## config.mk

```make
export PLATFORM = sky130hd
export DESIGN_NAME = nibble_mul_sequencer
export DESIGN_NICKNAME = d
export VERILOG_FILES = /design/src/rtl/calc_pkg.sv /design/src/rtl/four_bit_unsigned_multiplier.sv /design/src/rtl/nibble_mul_sequencer.sv
export SDC_FILE = /design/constraint.sdc
export NUM_CORES = 1
export LEC_CHECK = 0
export ABC_AREA = 1
export BUFFER_PORTS_ARGS = -buffer_cell sky130_fd_sc_hd__buf_2
export CORE_ASPECT_RATIO = 1.5
export CORE_MARGIN = 4
export CORE_UTILIZATION = 40
export CTS_CLUSTER_DIAMETER = 120
export DETAILED_ROUTE_END_ITERATION = 7
export SYNTH_ARGS = -nofsm -noshare
export SYNTH_HDL_FRONTEND = slang
export SYNTH_SLANG_ARGS = --single-unit
```

## constraint.sdc

```tcl
create_clock -name clk -period 5.1 [get_ports clk]
set_input_delay 1.02 -clock clk [delete_from_list [all_inputs] [get_ports clk]]
set_output_delay 1.02 -clock clk [all_outputs]
set_load 0.03 [all_outputs]
```

## src/rtl/calc_pkg.sv

```systemverilog
// Shared types and helpers for the calculator datapath blocks.
package calc_pkg;

  typedef enum logic [1:0] {
    IDLE = 2'd0,
    MUL  = 2'd1,
    DONE = 2'd2
  } state_t;

  localparam int NIB_W = 4;

  function automatic int nib_count(input int op_w);
    return op_w / NIB_W;
  endfunction

endpackage

```

## src/rtl/four_bit_unsigned_multiplier.sv

```systemverilog
// Combinational 4x4 unsigned multiplier; the one datapath the sequencer time-shares.
module four_bit_unsigned_multiplier (
  input  logic [3:0] a,
  input  logic [3:0] b,
  output logic [7:0] p
);

  assign p = {4'd0, a} * {4'd0, b};

endmodule

```

## src/rtl/nibble_mul_sequencer.sv

```systemverilog
// OP_W x OP_W unsigned multiplier built from one 4x4 multiplier, one nibble pair per cycle.
// Handshakes: a transfer happens on a rising edge where valid and ready are both high;
// out_valid is held with product stable until that edge, in_ready is high only in IDLE.
module nibble_mul_sequencer
  import calc_pkg::*;
#(
  parameter int OP_W = 8
) (
  input  logic              clk,
  input  logic              rst,
  input  logic              in_valid,
  output logic              in_ready,
  input  logic [OP_W-1:0]   a,
  input  logic [OP_W-1:0]   b,
  output logic              out_valid,
  input  logic              out_ready,
  output logic [2*OP_W-1:0] product,
  output logic              busy,
  output logic [1:0]        dbg_state
);

  localparam int N  = nib_count(OP_W);
  localparam int CW = (N > 1) ? $clog2(N) : 1;
  localparam int PW = 2 * OP_W;

  state_t          state;
  logic [OP_W-1:0] a_r;
  logic [OP_W-1:0] b_r;
  logic [PW-1:0]   acc;
  logic [CW-1:0]   i;
  logic [CW-1:0]   j;

  logic [OP_W-1:0] a_sh;
  logic [OP_W-1:0] b_sh;
  logic [NIB_W-1:0] a_nib;
  logic [NIB_W-1:0] b_nib;
  logic [7:0]      pp;
  logic [PW-1:0]   pp_ext;
  logic [PW-1:0]   acc_next;
  logic            last_i;
  logic            last_j;

  // Nibble selection by shifting the operand down so the low nibble is the one in use.
  assign a_sh  = a_r >> (NIB_W * int'(i));
  assign b_sh  = b_r >> (NIB_W * int'(j));
  assign a_nib = a_sh[NIB_W-1:0];
  assign b_nib = b_sh[NIB_W-1:0];

  four_bit_unsigned_multiplier u_mul (
    .a (a_nib),
    .b (b_nib),
    .p (pp)
  );

  assign pp_ext   = PW'(pp);
  assign acc_next = acc + (pp_ext << (NIB_W * (int'(i) + int'(j))));
  assign last_i   = (i == CW'(N - 1));
  assign last_j   = (j == CW'(N - 1));
  assign dbg_state = state;

  always_ff @(posedge clk) begin
    if (rst) begin
      state     <= IDLE;
      in_ready  <= 1'b1;
      out_valid <= 1'b0;
      busy      <= 1'b0;
      product   <= '0;
      acc       <= '0;
      i         <= '0;
      j         <= '0;
    end else begin
      case (state)
        IDLE: begin
          if (in_valid) begin
            a_r      <= a;
            b_r      <= b;
            acc      <= '0;
            i        <= '0;
            j        <= '0;
            in_ready <= 1'b0;
            busy     <= 1'b1;
            state    <= MUL;
          end
        end
        MUL: begin
          acc <= acc_next;
          if (last_i) begin
            i <= '0;
            if (last_j) begin
              product   <= acc_next;
              out_valid <= 1'b1;
              state     <= DONE;
            end else begin
              j <= j + 1'b1;
            end
          end else begin
            i <= i + 1'b1;
          end
        end
        DONE: begin
          if (out_ready) begin
            out_valid <= 1'b0;
            in_ready  <= 1'b1;
            busy      <= 1'b0;
            state     <= IDLE;
          end
        end
        default: begin
          state     <= IDLE;
          in_ready  <= 1'b1;
          out_valid <= 1'b0;
          busy      <= 1'b0;
        end
      endcase
    end
  end

endmodule

```

==> flow_metrics.py, run 1 <==
metrics = {
    "worst_setup_path": {
        "crit_required_ns": 5.26,
        "startpoint_type": "flop",
        "worst_r2r_endpoint": "product[9]",
        "endpoint_kind": "flop",
        "max_stage_delay_ns": 0.56,
        "critPathBufInv": 3,
        "crit_type": "reg2reg",
        "cp_top_family": "adder cells",
        "cp_max_fo": 7,
        "crit_slowest_cell": "fa_1",
        "cp.arrival_ns": 4.95,
        "crit_chain": "mux2i_1 > or2_2 > fa_1 > inv_1 > fa_1 > inv_1 > fa_1 > o21ai_0 > a21oi_1 > xor2_1 > nand2_1 > o21ai_0 > nor2_1 > ha_1 > a21oi_1 > o21ai_0 > inv_1 > nand3_2 > or2_2 > nand3_1 > a21oi_1",
        "timing.rr.start": "j",
        "ff2ff_path_depth": 21,
        "r2r_setup_slack_ns": 0.31,
    },
    "finish": {
        "fillers": 904,
        "nNetsFinal": 532,
        "design_area_um2": 3950,
        "area_growth_syn_to_layout_pct": 12.2,
        "drive_above_1_share": 0.190,
        "n_antenna_cell": 0,
    },
    "placed_design": {
        "place_congestion": 0.883,
        "portBuffers": 40,
        "dpl.hpwl_mm": 6.37,
        "placed_area_um2": 3800,
    },
    "flow_run": {
        "cap_violations": 0,
    },
    "power_and_ir_drop": {
        "ir_drop_v": 0.000299,
        "power_leakage_nw": 1.85,
        "p_per_area_nw_per_um2": 451,
    },
    "route": {
        "drtPass1Iterations": 4,
        "drc_errors": 0,
        "drt-met1-wl_mm": 3.14,
        "post_drt_wl_per_cell_um": 13.6,
        "first_iter_violations": 96,
        "routed_wl_mm": 7.97,
        "met3_length_um": 259,
        "wl_met2_mm": 4.18,
        "vias_per_cell": 5.06,
        "top_layer_used": "met4",
        "route.vias.total": 2969,
        "drtAntennaViolNets": 0,
    },
    "sta": {
        "finalHoldViolCount": 0,
        "slew_violations": 0,
        "relSlewSlack": 0.222,
        "fin_tns_setup_ns": 0,
        "rsz0062_at_grt": "yes",
        "clock_skew_ns": 0.00469,
        "setup_viol": 0,
        "layout_min_cycle_time_ns": 4.79,
        "fin_crit_sh": 0.940,
        "worst_pin_slew_ns": 1.16,
        "fmax_ghz": 0.209,
    },
    "grt": {
        "overflow": 0,
        "antenna_found_initial": 0,
        "track_usage": 0.162,
        "grt_max_degree": 29,
        "grt_pass1_wl_mm": 13.4,
        "first_global_vias": 2974,
    },
    "synth": {
        "synthCells": 443,
        "synth_xor_area_frac": 0.0270,
        "synth_top_family_by_area": "simple AND/OR/NAND/NOR gates",
        "synthDistinctLibCells": 39,
        "synth_fa_ha_area_frac": 0.128,
        "synthArstFlopShare": 0,
        "syn_area_um2": 3520,
        "ys_seq_area_frac": 0.358,
        "synth_enable_flop_cells": 16,
        "synth-compound-area-share": 0.142,
        "synth_mux_area_frac": 0.0256,
        "yosys.area.top_type": "dfxtp_1",
        "synthTopCellsByCount": "nand2_1, inv_1, dfxtp_1, a21oi_1, nor2_1",
        "ys_ff_latch": 55,
        "synth.top_cell.area_share": 0.222,
        "yosys_warnings": 0,
        "synth_ff_type": "dfxtp_1",
        "avgSynthCellArea_um2": 7.94,
        "syn_nets": 496,
        "synthSimpleGateAreaFrac": 0.241,
        "yosys-top-cells-area": "dfxtp_1, edfxtp_1, ha_1",
        "post-synth-top-count-cell": "nand2_1",
    },
    "floorplanning": {
        "dieHeight_um": 123,
        "initial_core_util": 0.413,
        "fp.dieArea_um2": 10400,
        "rows": 41,
        "io_pins": 41,
        "die_w_um": 84.6,
        "design.core.area_um2": 8520,
    },
    "clocking": {
        "clock_latency_ns": 0.29,
        "cts_buffer_depth": 2,
        "post-cts-setup-buffer-count": 0,
        "root_buffer": "clkbuf_16",
        "htree_levels": 2,
        "cts.clk_slew.worst_paths_ns": 0.07,
        "cts_hold_buf": 0,
        "cts_buffers": 5,
        "cts_tree": "yes",
        "clock-sinks": 55,
        "post_cts_resized": 0,
    },
    "worst_hold_path": {
        "holdPathStages": 2,
        "min_from": "acc[0]",
        "hold_path.class": "reg2reg",
        "whs_endpoint": "acc[0]",
    },
    "run_status": {
        "run_status": "completed",
    },
}
-- sequential cells by signal (all words and copies together), names as in the netlist, 2 cells and up --
register	cells
acc	16
product	16
a_r	8
b_r	8
dbg_state	2
-- worst max path at each step --
stage	from	endpoint	slack (ns)	cells past startpoint
final	j	product[9]	0.31	21
after global routing	j	acc[12]	-0.03	23
after CTS	j	product[9]	0.17	21
after detailed placement	j	product[9]	0.20	21
after global placement	j	acc[11]	0.29	23
after floorplan	j	acc[9]	0.56	22
-- kinds of logic (layout without fill, tap and decap cells) --
family / Yosys count / count (layout)
adders and majority gates: 33 / 33
muxes: 9 / 9
xor gates and xnor gates: 10 / 10
and+or+nand+nor: 182 / 182
AOI/OAI and AO/OA: 84 / 84
buffers and inverters: 70 / 107
DFF: 55 / 55
-- metal layers --
layer | global-route usage | vias up
met5 | 0 | -
li1 | - | 1523
met4 | 0.0931 | 0
met2 | 0.300 | 61
met1 | 0.168 | 1361
met3 | 0.0309 | 24
-- report_power, final --
part           total [W]  internal, W  switching (W)
Combinational   0.000910     0.000306       0.000604
Clock           0.000332     0.000180       0.000152
Sequential      0.000537     0.000506      0.0000312
Total            0.00178     0.000992       0.000787
-- layout by cell type (no fill, tap or decap), drive strengths merged, types with 4 or more instances in the layout --
cell type  instances
nand2            100
inv               58
a21oi             43
buf               42
dfxtp             39
nor2              39
ha                28
nand3             22
o21ai             20
edfxtp            16
mux2i              9
o21bai             9
nor3               7
or2                6
xor2               6
fa                 5
clkbuf             5
xnor2              4
nand3b             4
-- final cells by class --
cell class	count	area, um^2	area share
inverter	57	214	0.0542
clock inverter	3	15.0	0.00380
clock buffer	5	125	0.0317
timing repair buffer	42	215	0.0545
sequential	55	1260	0.320
tap	107	134	0.0339
multi-input combinational	318	1980	0.502
-- worst reg2reg max path: cells and delay by family, from the launching register on --
| kind | cells | cell delay, ns |
|---|---|---|
| AO/OA/AOI/OAI | 6 | 0.83 |
| XOR/XNOR | 1 | 0.20 |
| multiplexers | 1 | 0.16 |
| buffers and inverters | 3 | 0.21 |
| flip-flops | 1 | 0.43 |
| AND/OR/NAND/NOR | 6 | 0.94 |
| adder cells (fa/ha/maj) | 4 | 1.90 |
-- per-stage QoR --
| stage | util | worst slack [ns] | hold slack [ns] | std cells | total power, W |
|---|---|---|---|---|---|
| 6_report | 0.464 | 0.306 | 0.469 | 587 | 0.00178 |
| 5_1_grt | 0.464 | -0.0258 | 0.490 | 587 | 0.00193 |
| 4_1_cts | 0.463 | 0.174 | 0.469 | 587 | 0.00180 |
| 3_5_place_dp | 0.447 | 0.199 | 0.458 | 579 | 0.00145 |
| 3_3_place_gp | 0.447 | 0.293 | 0.448 | 579 | 0.00145 |
| 2_1_floorplan | - | 0.559 | 0.443 | 443 | 0.00124 |
(Power assumes the default switching activity.)
==> run 2, diff against run 1 <==
Clock period 5.1 ns to 4.1 ns, I/O delays scaled along.
==> run 2 against run 1 <==
The flow now finishes with violations (setup timing). Clock-buffer cell count grew 2. Sequential cell count is the same. Critical path type unchanged. Sequential share of layout area shrank 4.3 points.
==> flow_metrics.py, run 2 (same netlist as run 1, synthesis figures left out) <==
metrics = {
    "finish": {
        "final_common_cell": "nand2_1",
        "largestRegisters": "acc x16, product x16",
        "fillers": 825,
        "final_cell_mix": "nand2_1, buf_4, inv_1",
        "n_antenna_cell": 0,
        "nNetsFinal": 584,
        "design_area_um2": 4570,
        "area_growth_syn_to_layout_pct": 29.9,
        "drive_above_1_share": 0.342,
        "final_cells": 639,
    },
    "sta": {
        "worst_pin_slew_ns": 0.696,
        "layout_setup_ws_ns": -0.208,
        "fmax_ghz": 0.232,
        "slew_violations": 0,
        "fin_crit_sh": 1.05,
        "layout_min_cycle_time_ns": 4.31,
        "clock_skew_ns": 0.0118,
        "setup_viol": 20,
        "finalHoldViolCount": 0,
        "relSlewSlack": 0.534,
        "rsz0062_at_grt": "yes",
    },
    "worst_setup_path": {
        "cp_top_family": "adder cells",
        "startpoint_type": "flop",
        "crit_top_cell": "nand2_1",
        "cp_max_fo": 5,
        "critPathBufInv": 3,
        "cp.arrival_ns": 4.51,
        "crit_required_ns": 4.30,
        "crit_slowest_cell": "fa_1",
        "crit_type": "reg2reg",
        "max_stage_delay_ns": 0.54,
        "endpoint_kind": "flop",
        "crit_chain": "mux2i_2 > or2_4 > fa_1 > inv_2 > fa_1 > inv_1 > fa_2 > o21ai_2 > a21oi_2 > xor2_1 > nand2_1 > o21ai_2 > nor2_1 > ha_1 > a21oi_2 > o21a_1 > nand2_2 > nand2_1 > nand2_1 > nand3b_1 > nand2_1 > nand2_1 > nand2_1 > inv_1",
        "r2r_setup_slack_ns": -0.21,
    },
    "placed_design": {
        "place_congestion": 0.930,
        "placed_area_um2": 4190,
        "portBuffers": 40,
        "dpl.hpwl_mm": 7.15,
        "dp.cells": 625,
    },
    "grt": {
        "overflow": 0,
        "track_usage": 0.179,
        "grt_pass1_wl_mm": 14.9,
        "antenna_found_initial": 0,
        "grt_max_degree": 29,
        "first_global_vias": 3319,
    },
    "floorplanning": {
        "design.core.area_um2": 8520,
        "rows": 41,
        "fp.dieArea_um2": 10400,
        "die_w_um": 84.6,
        "io_pins": 41,
        "dieHeight_um": 123,
        "initial_core_util": 0.413,
    },
    "route": {
        "post_drt_wl_per_cell_um": 14.1,
        "vias_per_cell": 5.03,
        "routed_wl_mm": 9.03,
        "first_iter_violations": 148,
        "route.vias.total": 3213,
        "drc_errors": 0,
        "drtPass1Iterations": 4,
        "drtAntennaViolNets": 0,
    },
    "run_status": {
        "violations": "setup timing",
        "run_status": "complete, but fails checks",
    },
    "power_and_ir_drop": {
        "p_per_area_nw_per_um2": 625,
        "power_leakage_nw": 2.16,
        "ir_drop_v": 0.000353,
        "finalPower_w": 0.00285,
    },
    "clocking": {
        "htree_levels": 2,
        "cts_hold_buf": 0,
        "cts.clk_slew.worst_paths_ns": 0.07,
        "clock-sinks": 55,
        "cts_buffers": 5,
        "root_buffer": "clkbuf_16",
        "cts_buffer_depth": 2,
        "cts_tree": "yes",
        "clock_latency_ns": 0.29,
    },
    "worst_hold_path": {
        "hold_path.class": "reg2reg",
    },
    "flow_run": {
        "cap_violations": 0,
    },
}
==> run 2: what timing repair did <==
item / 4_1_cts / 5_1_grt
gates cloned: 0 / 0
resized for setup: 29 / 14
pin swaps: 19 / 7
endpoints found under the setup margin: 22 / 24
setup buffers: 6 / 0
==> run 2: final timing paths <==
check / from / end / depth (start not counted)
setup / recovery: i / product[15] / 24
hold / removal: product[1] / product[1] / 2
setup reg to reg: i / product[15] / 24
hold reg to reg: product[1] / product[1] / 2
==> run 2: cell type report <==
cell class | count | area, um^2 | area share
clock buffer | 7 | 154 | 0.0337
clock inverter | 1 | 8.76 | 0.00192
inverter | 57 | 214 | 0.0468
multi-input combinational | 318 | 2190 | 0.479
sequential | 55 | 1270 | 0.277
tap | 107 | 134 | 0.0293
timing repair buffer | 94 | 606 | 0.133
==> run 2: stage by stage <==
step,worst slack (ns),hold WS (ns),TNS [ns],utilization
final,-0.208,0.461,-2.57,0.537
after global routing,-0.524,0.492,-9.05,0.537
after CTS,-0.207,0.465,-3.12,0.529
after detailed placement,-0.398,0.455,-7.00,0.492
after global placement,-0.380,0.455,-6.33,0.492
after floorplan,-0.0648,0.443,-0.319,-
==> run 2: worst register-to-register path: cells and delay by family, from the launching register on <==
family | cells | cell delay, ns
flip-flops | 1 | 0.37
XOR/XNOR | 1 | 0.17
buffers and inverters | 3 | 0.13
AO/OA/AOI/OAI | 5 | 0.66
AND/OR/NAND/NOR | 10 | 0.94
multiplexers | 1 | 0.15
adder cells (fa/ha/maj) | 4 | 1.78
==> run 2: layer usage <==
metal,routed length (um),up-vias,GRT usage
li1,-,1633,-
met1,3480,1484,0.179
met2,4920,73,0.362
met3,297,23,0.0242
met4,322,0,0.0733
met5,0,-,0
==> run 2: power by group <==
part	switching [W]	internal, W	leakage (nW)
Clock	0.000195	0.000267	0.0797
Sequential	0.0000470	0.000629	0.465
Combinational	0.000936	0.000780	1.62
==> run 3, diff against run 2 <==
Settings changed: GPL_TIMING_DRIVEN set to 0, SYNTH_HIERARCHICAL set to 1.
==> run 3 against run 2 <==
The run now ends clean. Die area rose by 3.2%. Via count increased by 1.9%. Global-route usage down 1.2 points. Cell area is 0.63% lower. Sequential cell count unchanged. Sequential share of layout area rose by 0.23 points. Clock-buffer cell count shrank 1. Routed wire length grew 1.1%. Setup slack improved by 0.21 ns. Combinational power decreased by 55%. Critical path depth up 6. Sequential power down 8.7%. Largest cell class unchanged. Highest routed layer unchanged.
==> flow_metrics.py, run 3 <==
metrics = {
    "run_status": {
        "run_status": "completed",
    },
    "sta": {
        "fmax_ghz": 0.244,
        "finalHoldViolCount": 0,
        "relSlewSlack": 0.155,
        "worst_pin_slew_ns": 1.26,
        "layout_min_cycle_time_ns": 4.10,
        "hold_slack_ns": 0.466,
        "setup_viol": 0,
        "rsz0062_at_grt": "yes",
        "fin_crit_sh": 1.00,
        "clock_skew_ns": 0.0104,
        "slew_violations": 0,
    },
    "clocking": {
        "cts.clk_slew.worst_paths_ns": 0.07,
        "clock_latency_ns": 0.30,
        "root_buffer": "clkbuf_16",
        "clock-sinks": 55,
        "cts_buffer_depth": 2,
        "cts_tree": "yes",
        "cts_buffers": 5,
        "htree_levels": 2,
        "cts_hold_buf": 0,
    },
    "route": {
        "wl_met2_mm": 4.76,
        "drt-met1-wl_mm": 3.76,
        "post_drt_wl_per_cell_um": 13.2,
        "drtAntennaViolNets": 0,
        "met3_length_um": 269,
        "route.vias.total": 3273,
        "top_layer_used": "met4",
        "vias_per_cell": 4.72,
        "drc_errors": 0,
        "routed_wl_mm": 9.12,
        "drtPass1Iterations": 4,
        "first_iter_violations": 92,
    },
    "synth": {
        "avgSynthCellArea_um2": 6.99,
        "synthTopCellsByCount": "nand2_1, inv_1, dfxtp_1, a21oi_1",
        "yosys.area.top_type": "dfxtp_1",
        "synth_enable_flop_cells": 16,
        "ys_seq_area_frac": 0.346,
        "synth_ff_type": "dfxtp_1",
        "yosys-top-cells-area": "dfxtp_1, nand2_1, edfxtp_1",
        "yosys_warnings": 6,
        "ys_ff_latch": 55,
        "synth.top_cell.area_share": 0.214,
        "syn_area_um2": 3640,
        "syn_nets": 574,
        "synthDistinctLibCells": 30,
        "synthCells": 521,
        "synthArstFlopShare": 0,
        "post-synth-top-count-cell": "nand2_1",
    },
    "floorplanning": {
        "die_w_um": 85.9,
        "design.core.area_um2": 8880,
        "fp.dieArea_um2": 10700,
        "io_pins": 41,
        "rows": 42,
        "initial_core_util": 0.410,
        "dieHeight_um": 125,
    },
    "power_and_ir_drop": {
        "finalPower_w": 0.00181,
        "p_per_area_nw_per_um2": 399,
        "power_leakage_nw": 2.42,
        "ir_drop_v": 0.000354,
    },
    "grt": {
        "track_usage": 0.167,
        "grt_pass1_wl_mm": 14.3,
        "overflow": 0,
        "grt_max_degree": 19,
        "first_global_vias": 3128,
        "antenna_found_initial": 0,
    },
    "worst_setup_path": {
        "max_stage_delay_ns": 0.55,
        "timing.rr.start": "j",
        "crit_required_ns": 4.30,
        "endpoint_kind": "flop",
        "crit_slowest_cell": "fa_1",
        "ff2ff_path_depth": 30,
        "cp.arrival_ns": 4.30,
        "startpoint_type": "flop",
        "r2r_setup_slack_ns": 0.0005,
        "cp_max_fo": 7,
        "cp_top_family": "adder cells",
        "worst_r2r_endpoint": "product[13]",
        "crit_top_cell": "nand2_1",
        "critPathBufInv": 6,
        "crit_type": "reg2reg",
    },
    "finish": {
        "nNetsFinal": 635,
        "final_cells": 693,
        "design_area_um2": 4540,
        "largestRegisters": "acc x16, product x16",
        "final_cell_mix": "nand2_1, inv_1, nand2_2",
        "final_util": 0.511,
        "final_common_cell": "nand2_1",
        "area_growth_syn_to_layout_pct": 24.7,
        "drive_above_1_share": 0.298,
        "n_antenna_cell": 0,
    },
    "placed_design": {
        "place_congestion": 0.910,
        "placed_area_um2": 3970,
        "dp.cells": 670,
        "portBuffers": 39,
        "dpl.hpwl_mm": 6.86,
    },
    "worst_hold_path": {
        "min_from": "product[2]",
        "hold_path.class": "reg2reg",
        "holdPathStages": 2,
        "whs_endpoint": "product[2]",
    },
    "flow_run": {
        "cap_violations": 0,
    },
}
==> run 3: per-stage QoR <==
| step | setup slack (ns) | TNS, ns |
|---|---|---|
| 2_1_floorplan | 0.169 | 0 |
| 3_3_place_gp | -0.525 | -8.37 |
| 3_5_place_dp | -0.577 | -9.60 |
| 4_1_cts | 0.00252 | 0 |
| 5_1_grt | -0.329 | -4.69 |
| 6_report | 0.000458 | 0 |
==> run 3: how the worst max path moves through the flow <==
stage	cells past startpoint	to	slack [ns]	from
6_report	30	product[13]	0.0005	j
5_1_grt	30	product[14]	-0.33	j
4_1_cts	28	acc[12]	0.003	i
3_5_place_dp	29	product[12]	-0.58	j
3_3_place_gp	29	product[12]	-0.53	j
2_1_floorplan	24	product[15]	0.17	i
==> run 3: layout make-up <==
cell class              instances  area (um^2)
plain buffers                  11         63.8
clock buffers                   6          130
clock inverters                 2         12.5
fillers                       854         4340
inverters                      87          334
multi-input cells             368         2290
flip-flops and latches         55         1270
well taps                     110          138
repair buffers                 54          308
==> run 3: per-layer routing <==
layer  vias to the layer above  GRT usage
li1                       1737          -
met1                      1454      0.188
met2                        65      0.303
met3                        17     0.0271
met4                         0     0.0699
met5                         -          0
==> run 3: logic make-up after synthesis <==
group,share of synthesized area
and+or+nand+nor,0.289
AOI/OAI and AO/OA,0.109
adders and majority gates,0.124
DFF,0.346
buffers and inverters,0.108
xor gates and xnor gates,0.0241
==> run 3: worst min-delay path: stages, from the launching register on <==
cell and delay, ns:
dfxtp_1 0.31, nand2_1 0.06, a21oi_1 0.05
==> run 3: power by group <==
| group | switching, W | internal [W] | leakage (nW) |
|---|---|---|---|
| clock network | 0.000198 | 0.000229 | 0.0698 |
| registers | 0.0000232 | 0.000594 | 0.466 |
| logic | 0.000473 | 0.000294 | 1.88 |
==> run 3: repair_timing <==
action	in CTS	in global routing
pin swaps	9	38
resized for setup	27	73
endpoints found under the setup margin	22	21
setup buffers	3	12
